File: config.mk
export PLATFORM = sky130hd
export DESIGN_NAME = fft_control_param
export DESIGN_NICKNAME = d
export VERILOG_FILES = /design/src/rtl/fft_control_param.sv
export SDC_FILE = /design/constraint.sdc
export NUM_CORES = 1
export LEC_CHECK = 0
export CELL_PAD_IN_SITES_DETAIL_PLACEMENT = 1
export CELL_PAD_IN_SITES_GLOBAL_PLACEMENT = 2
export CORE_UTILIZATION = 26
export CTS_BUF_LIST = sky130_fd_sc_hd__clkbuf_2 sky130_fd_sc_hd__clkbuf_4 sky130_fd_sc_hd__clkbuf_8
export DETAILED_ROUTE_END_ITERATION = 7
export PLACE_DENSITY_LB_ADDON = 0.1
export SLEW_MARGIN = 20
export SYNTH_ARGS = -nofsm -noshare
export SYNTH_HDL_FRONTEND = slang
export SYNTH_SLANG_ARGS = --single-unit
File: constraint.sdc
create_clock -name i_clk -period 6.43 [get_ports i_clk]
set_input_delay 1.6075 -clock i_clk [delete_from_list [all_inputs] [get_ports i_clk]]
set_output_delay 1.6075 -clock i_clk [all_outputs]
set_load 0.02 [all_outputs]
File: src/rtl/fft_control_param.sv
// fft_control_param: radix-2 FFT sequencer for runtime sizes up to 2^LOG2_N_MAX points.
// Issues butterfly read/twiddle addresses per stage and replays them BFLY_LAT cycles later as writes.
module fft_control_param #(
    parameter int LOG2_N_MAX = 10,
    parameter int BFLY_LAT   = 3
) (
    input  logic                  i_clk,
    input  logic                  i_rst_n,
    input  logic                  i_start,
    input  logic [3:0]            i_log2_n,
    input  logic                  i_inverse,
    input  logic                  i_stall,
    input  logic                  i_abort,
    output logic                  o_busy,
    output logic                  o_done,
    output logic                  o_err,
    output logic                  o_inverse,
    output logic [3:0]            o_stage,
    output logic                  o_rd_valid,
    output logic                  o_rd_bank,
    output logic [LOG2_N_MAX-1:0] o_rd_addr_top,
    output logic [LOG2_N_MAX-1:0] o_rd_addr_bot,
    output logic [LOG2_N_MAX-2:0] o_tw_addr,
    output logic                  o_wr_valid,
    output logic                  o_wr_bank,
    output logic [LOG2_N_MAX-1:0] o_wr_addr_top,
    output logic [LOG2_N_MAX-1:0] o_wr_addr_bot,
    output logic                  o_result_bank
);
    localparam int AW = LOG2_N_MAX;
    localparam int PW = AW - 1;
    localparam logic [3:0] LMAX = 4'(LOG2_N_MAX);

    typedef enum logic [1:0] {IDLE, RUN, DRAIN, DONE} state_t;

    state_t        state, state_n;
    logic [3:0]    s, s_n, l_reg, l_n;
    logic [PW-1:0] p, p_n;
    logic [2:0]    cnt, cnt_n;
    logic          inv, inv_n, err, err_n, done, done_n;

    logic          run, legal, last_pair, last_stage;
    logic [AW-1:0] pw, half, mask, last_p, top, bot;

    assign run        = state == RUN;
    assign legal      = i_log2_n >= 4'd2 && i_log2_n <= LMAX;
    assign pw         = {1'b0, p};
    assign half       = AW'(1) << s;
    assign mask       = half - AW'(1);
    assign last_p     = (AW'(1) << (l_reg - 4'd1)) - AW'(1);
    assign last_pair  = pw == last_p;
    assign last_stage = s == l_reg - 4'd1;
    assign top        = ((pw >> s) << (s + 4'd1)) | (pw & mask);
    assign bot        = top + half;

    always_comb begin
        state_n = state;
        s_n     = s;
        p_n     = p;
        cnt_n   = cnt;
        l_n     = l_reg;
        inv_n   = inv;
        err_n   = 1'b0;
        done_n  = 1'b0;
        if (i_abort) begin
            state_n = IDLE;
        end else begin
            case (state)
                IDLE: if (i_start) begin
                    if (legal) begin
                        state_n = RUN;
                        l_n     = i_log2_n;
                        inv_n   = i_inverse;
                        s_n     = 4'd0;
                        p_n     = '0;
                    end else begin
                        err_n = 1'b1;
                    end
                end
                RUN: if (!i_stall) begin
                    if (last_pair) begin
                        state_n = DRAIN;
                        cnt_n   = 3'(BFLY_LAT);
                    end else begin
                        p_n = p + 1'b1;
                    end
                end
                DRAIN: if (!i_stall) begin
                    cnt_n = cnt - 3'd1;
                    if (cnt == 3'd1) begin
                        state_n = last_stage ? DONE : RUN;
                        s_n     = last_stage ? s : s + 4'd1;
                        p_n     = '0;
                    end
                end
                default: if (!i_stall) begin
                    state_n = IDLE;
                    done_n  = 1'b1;
                end
            endcase
        end
    end

    always_ff @(posedge i_clk or negedge i_rst_n) begin
        if (!i_rst_n) begin
            state <= IDLE;
            s     <= 4'd0;
            p     <= '0;
            cnt   <= 3'd0;
            l_reg <= 4'd0;
            inv   <= 1'b0;
            err   <= 1'b0;
            done  <= 1'b0;
        end else begin
            state <= state_n;
            s     <= s_n;
            p     <= p_n;
            cnt   <= cnt_n;
            l_reg <= l_n;
            inv   <= inv_n;
            err   <= err_n;
            done  <= done_n;
        end
    end

    // Read-side address/bank values shifted into the write delay line
    logic [AW-1:0]       rd_top, rd_bot;
    logic [BFLY_LAT-1:0] pv, pk;
    logic [AW-1:0]       pt [BFLY_LAT];
    logic [AW-1:0]       pb [BFLY_LAT];

    assign rd_top = run ? top : '0;
    assign rd_bot = run ? bot : '0;

    always_ff @(posedge i_clk or negedge i_rst_n) begin
        if (!i_rst_n) begin
            pv <= '0;
            pk <= '0;
            for (int i = 0; i < BFLY_LAT; i++) begin
                pt[i] <= '0;
                pb[i] <= '0;
            end
        end else if (i_abort) begin
            pv <= '0;
        end else if (!i_stall) begin
            pv[0] <= run;
            pk[0] <= ~s[0];
            pt[0] <= rd_top;
            pb[0] <= rd_bot;
            for (int i = 1; i < BFLY_LAT; i++) begin
                pv[i] <= pv[i-1];
                pk[i] <= pk[i-1];
                pt[i] <= pt[i-1];
                pb[i] <= pb[i-1];
            end
        end
    end

    // Twiddle stride always targets the N_MAX table, independent of L
    assign o_tw_addr     = run ? PW'((pw & mask) << (4'(AW - 1) - s)) : '0;
    assign o_rd_addr_top = rd_top;
    assign o_rd_addr_bot = rd_bot;
    assign o_rd_valid    = run & ~i_stall & ~i_abort;
    assign o_rd_bank     = s[0];
    assign o_wr_valid    = pv[BFLY_LAT-1] & ~i_stall & ~i_abort;
    assign o_wr_bank     = pk[BFLY_LAT-1];
    assign o_wr_addr_top = pt[BFLY_LAT-1];
    assign o_wr_addr_bot = pb[BFLY_LAT-1];
    assign o_busy        = state != IDLE;
    assign o_done        = done;
    assign o_err         = err;
    assign o_inverse     = inv;
    assign o_stage       = s;
    assign o_result_bank = l_reg[0];
endmodule

# After elaboration in Yosys (flattened, before gate mapping)
# Cells that the tools add are included.
# op_classes
mux	39
order_cmp	2
bitwise_logic	9
n_reduce_logical	13
n_eq_ne	21
n_shift	5
add_sub_neg	8
# op_table
op	count
$mux W9	7
$pmux W9 S3	1
$mux W10	2
$mux W4	5
$shl A1 B4 Y10 const A	2
$mux W2	9
$mux W3	5
$ne A3 B3 Y1 const B	5
$ne A2 B2 Y1 const B	7
$reduce_and A7 Y1	2
$add A10 B10 Y10	1
$and A9 B10 Y10	1
$eq A9 B10 Y1	1
$or A10 B10 Y10	1
$shl A10 B4 Y10	1
$shl A10 B4 Y9	1
$shr A9 B4 Y10	1
$sub A10 B1 Y10 const B	1
$sub A10 B2 Y10 const B	1
$add A9 B1 Y9 const B	1
$pmux W4 S2	1
$reduce_and A8 Y1	1
$mux W1	7
$pmux W2 S3	1
other kinds (24)	32
# totals
reg_bits	91
elab_cells	113
output_inout_bits	62

# Depth between registers and ports, before layout
# depth
depth_word	8
mapped_depth	17
ltp_nobuf	15

# Worst setup path after synthesis
# OpenSTA, ideal clock, no wires.
# synth_timing
kind	register to output
startpoint	reg s[1], in the netlist o_stage[1]
endpoint	out o_rd_addr_bot[9]
slack_ns	0.518
arrival_time_ns	4.305
t_required_ns	4.822
stages_incl_launch_ff	18
path_buffers	2
path_cell_list	dfrtp_1 buf_2 buf_2 clkinv_1 ha_1 nand2_1 ha_1 nand3_1 o31a_1 o21ai_0 o21ai_0 ha_1 a21o_1 a21o_1 a21o_1 a41oi_1 nor3_1 nor3_1
# synth_between
elab_chain_cells	6
word_cells_on_any_way	9
classes_between	3 x add/sub; 3 x shift; 1 x mux; 2 x bitwise
# synth_rtl
item	line	text
start: declaration	37	logic [3:0] s, s_n, l_reg, l_n;
start signal: assignment	116	s <= s_n;
$shl A1 B4 Y10	48	assign half = AW'(1) << s;
$sub A10 B1 Y10	49	assign mask = half - AW'(1);
$and A9 B10 Y10	53	assign top = ((pw >> s) << (s + 4'd1)) | (pw & mask);
$or A10 B10 Y10	53	
$add A10 B10 Y10 (*)	54	assign bot = top + half;
$mux W10 (*)	133	assign rd_bot = run ? bot : '0;
end: declaration	22	output logic [LOG2_N_MAX-1:0] o_rd_addr_bot,
# Every way passes the cells marked *; elsewhere a longest branch is shown, timed or not.

# Final worst setup path
# layout_timing
startpoint	reg s[0], in the netlist o_stage[0]
endpoint	out o_rd_addr_bot[7]
# The elaborated chain is that of the path after synthesis.

==> impl_metrics.tcl <==
set metrics [dict create \
    post_dp_cell_area_mm2 0.007458 \
    fmax_mhz 163.4 \
    hold_start "pb[22]" \
    rsz0062_at_grt "no" \
    worstSetupStartpointType "register" \
    ff_latch_area_mm2 0.002281 \
    synth_top_area_cell "dfrtp_1" \
    cts_hold_buf 0 \
    startpoint "o_stage[0]" \
    leakage_nw 3.557 \
    total_power_mw 2.289 \
    final.min_clock_period_ns 6.121 \
    layout.nets 870 \
    grt_overflow 0 \
    cts_tree "built" \
    cts_sinks 91 \
    synthTopCellsByArea "dfrtp_1, nand2_1, ha_1" \
    cp-end-kind "output pin" \
    place_hpwl_um 16180 \
    worst_slew_pin_slew_ns 1.045 \
    max_stage_delay_ns 0.64 \
    async_reset_ff_share_pct 100.0 \
    dieArea_mm2 0.02574 \
    initial_core_util_pct 26.68 \
    reg_top3 "pb (20), pt (20)" \
    syn_to_final_growth_pct 18.39 \
    critPathKind "register to output pin" \
    grt_pass1_wl_um 34200 \
    clkTransAtPathRegs_ns 0.12 \
    outcome "complete, no violations" \
    cts-root-buf "clkbuf_8" \
    h-tree-depth 3 \
    firstDrtPassIters 4 \
    syn_nets 833 \
    synth_cell_types 81 \
    fin_ws_ns 0.3086 \
    n_antenna_cell 0 \
    slowest_stage "clkdlybuf4s50_1" \
    fp-row-count 57 \
    path_cells "inv_2 -> ha_1 -> or3b_2 -> nand3_1 -> xnor2_1 -> nand2_1 -> o21ai_0 -> ha_1 -> nor2_1 -> a31oi_1 -> a41oi_1 -> xor2_1 -> nor2_1 -> clkdlybuf4s50_1" \
    fin_area_mm2 0.007726 \
    skew_ns 0.02445 \
    min_period_over_period_pct 95.20 \
    multi_input_area_mm2 0.003799 \
    cap_violations 0 \
    coreArea_mm2 0.02446 \
    synth_enable_flop_cells 0 \
    r2r-start "l_reg[0]" \
    fillers 2895 \
    track_usage_pct 16.90 \
    grt_max_degree 54 \
    powerDensity_mw_per_mm2 296.3 \
    syn_area_mm2 0.006526 \
    dp_slack_ns 0.3501 \
    vias 5725 \
    cts_buffers 9 \
    synth_common_cells "nand2_1, dfrtp_1, nor2_1" \
    cp.required_ns 4.82 \
    finalSetupViolCount 0 \
    routed_wl_um 21400 \
    drive_above_1_share_pct 11.46 \
    netlist_instances 796 \
    synth_top_area_share_pct 34.89 \
    synth_area_per_cell_um2 8.199 \
    ant_nets 0 \
    critPathMaxFanout 8 \
    clock_path_buffers 2 \
    synth.yosys.seq_area_share_pct 34.89 \
    slew_violations 0 \
    grt_pass1_vias 6003 \
    die_height_um 160.4 \
    min_path_type "register to register" \
    io_pins 72 \
    crit_arrival_ns 4.51 \
    wl_per_cell_um 18.42 \
    place.gp.congestion 0.8190 \
    final.setup.tns_ns 0 \
    yosysWarnings 0 \
    via_per_inst 4.927 \
    antenna_found_initial 0 \
    slew_headroom_pct 29.77 \
    report.final.hold_viol_count 0 \
    drtIter0Drc 228 \
    synth_ff_type "dfrtp_1" \
    max-vdd-ir-drop_mv 0.1108 \
    port_buffers 71 \
    synth_most_common_cell "nand2_1" \
    holdWs_ns 0.4683 \
    drc_errors 0 \
    clk_latency_ns 0.39 \
    synth_seq_cells 91 \
    die_w_um 160.4 \
]
==> metal layers <==
layer  share of wire (%)  GRT usage [%]  vias up
met4                0.90          4.069        0
met3                 2.3          2.273       14
li1                    -              -     2788
met2                  47          28.00       66
met5                   0              0        -
met1                  49          23.15     2857
==> critical path, delay by kind of cell (launching register included) <==
| kind | cells | cell delay (ns) |
|---|---|---|
| simple gates | 5 | 1.07 |
| buf+inv | 2 | 0.81 |
| compound gates | 3 | 0.73 |
| fa+ha+maj | 2 | 0.60 |
| flops | 1 | 0.49 |
| xor+xnor | 2 | 0.42 |
==> final timing paths <==
kind	end	slack (ns)	depth (start not counted)
min in group asynchronous	o_wr_addr_top[2]	1.21	1
max in group asynchronous	pt[29]	4.09	2
min	pb[12]	0.47	2
max	o_rd_addr_bot[7]	0.31	14
min reg2reg	pb[12]	0.47	2
max reg2reg	p[2]	2.12	13
==> layout make-up <==
type | count | share of cell area, %
clock buffers | 9 | 1.603
inverters | 31 | 1.506
well taps | 324 | 5.247
multi-input cells | 603 | 49.17
flip-flops and latches | 91 | 29.52
repair buffers | 97 | 11.76
clock inverters | 7 | 1.198
==> cell usage in the layout (no fill, tap or decap), types with 23 or more instances in the layout <==
cell type,synthesis,routed
clkdlybuf4s50_1,0,68
mux2i_1,23,23
buf_4,21,27
o21ai_0,35,34
nor3_1,24,24
inv_1,30,29
nand2_1,193,193
dfrtp_1,91,88
nor2_1,48,47
ha_1,26,26
==> per-stage QoR <==
stage          util (%)  cells
2_1_floorplan         -    796
3_3_place_gp      30.49   1146
3_5_place_dp      30.49   1146
4_1_cts           31.40   1162
5_1_grt           31.58   1162
6_report          31.58   1162
==> kinds of logic (layout without fill, tap and decap cells) <==
logic type / after synthesis / in the layout / share of synthesized area, %
and+or+nand+nor: 357 / 357 / 24.87
xor gates and xnor gates: 26 / 26 / 3.489
adders and majority gates: 27 / 27 / 5.291
DFF: 91 / 91 / 34.89
AOI/OAI and AO/OA: 151 / 151 / 16.64
buffers and inverters: 102 / 144 / 7.669
muxes: 42 / 42 / 7.151
==> timing repair <==
action / 4_1_cts / 5_1_grt
gates resized for setup: 2 / 15
hold endpoints to repair: 0 / 0
buffers inserted: 0 / 0
setup endpoints to repair: 3 / 6
==> power by group <==
| part | leakage, nW | total, mW | switching [mW] | internal, mW |
|---|---|---|---|---|
| clock network | 0.109 | 0.454 | 0.263 | 0.191 |
| registers | 1.23 | 0.743 | 0.0886 | 0.655 |
| logic | 2.22 | 1.09 | 0.656 | 0.435 |
No activity file was read; power rests on OpenSTA's default activity.
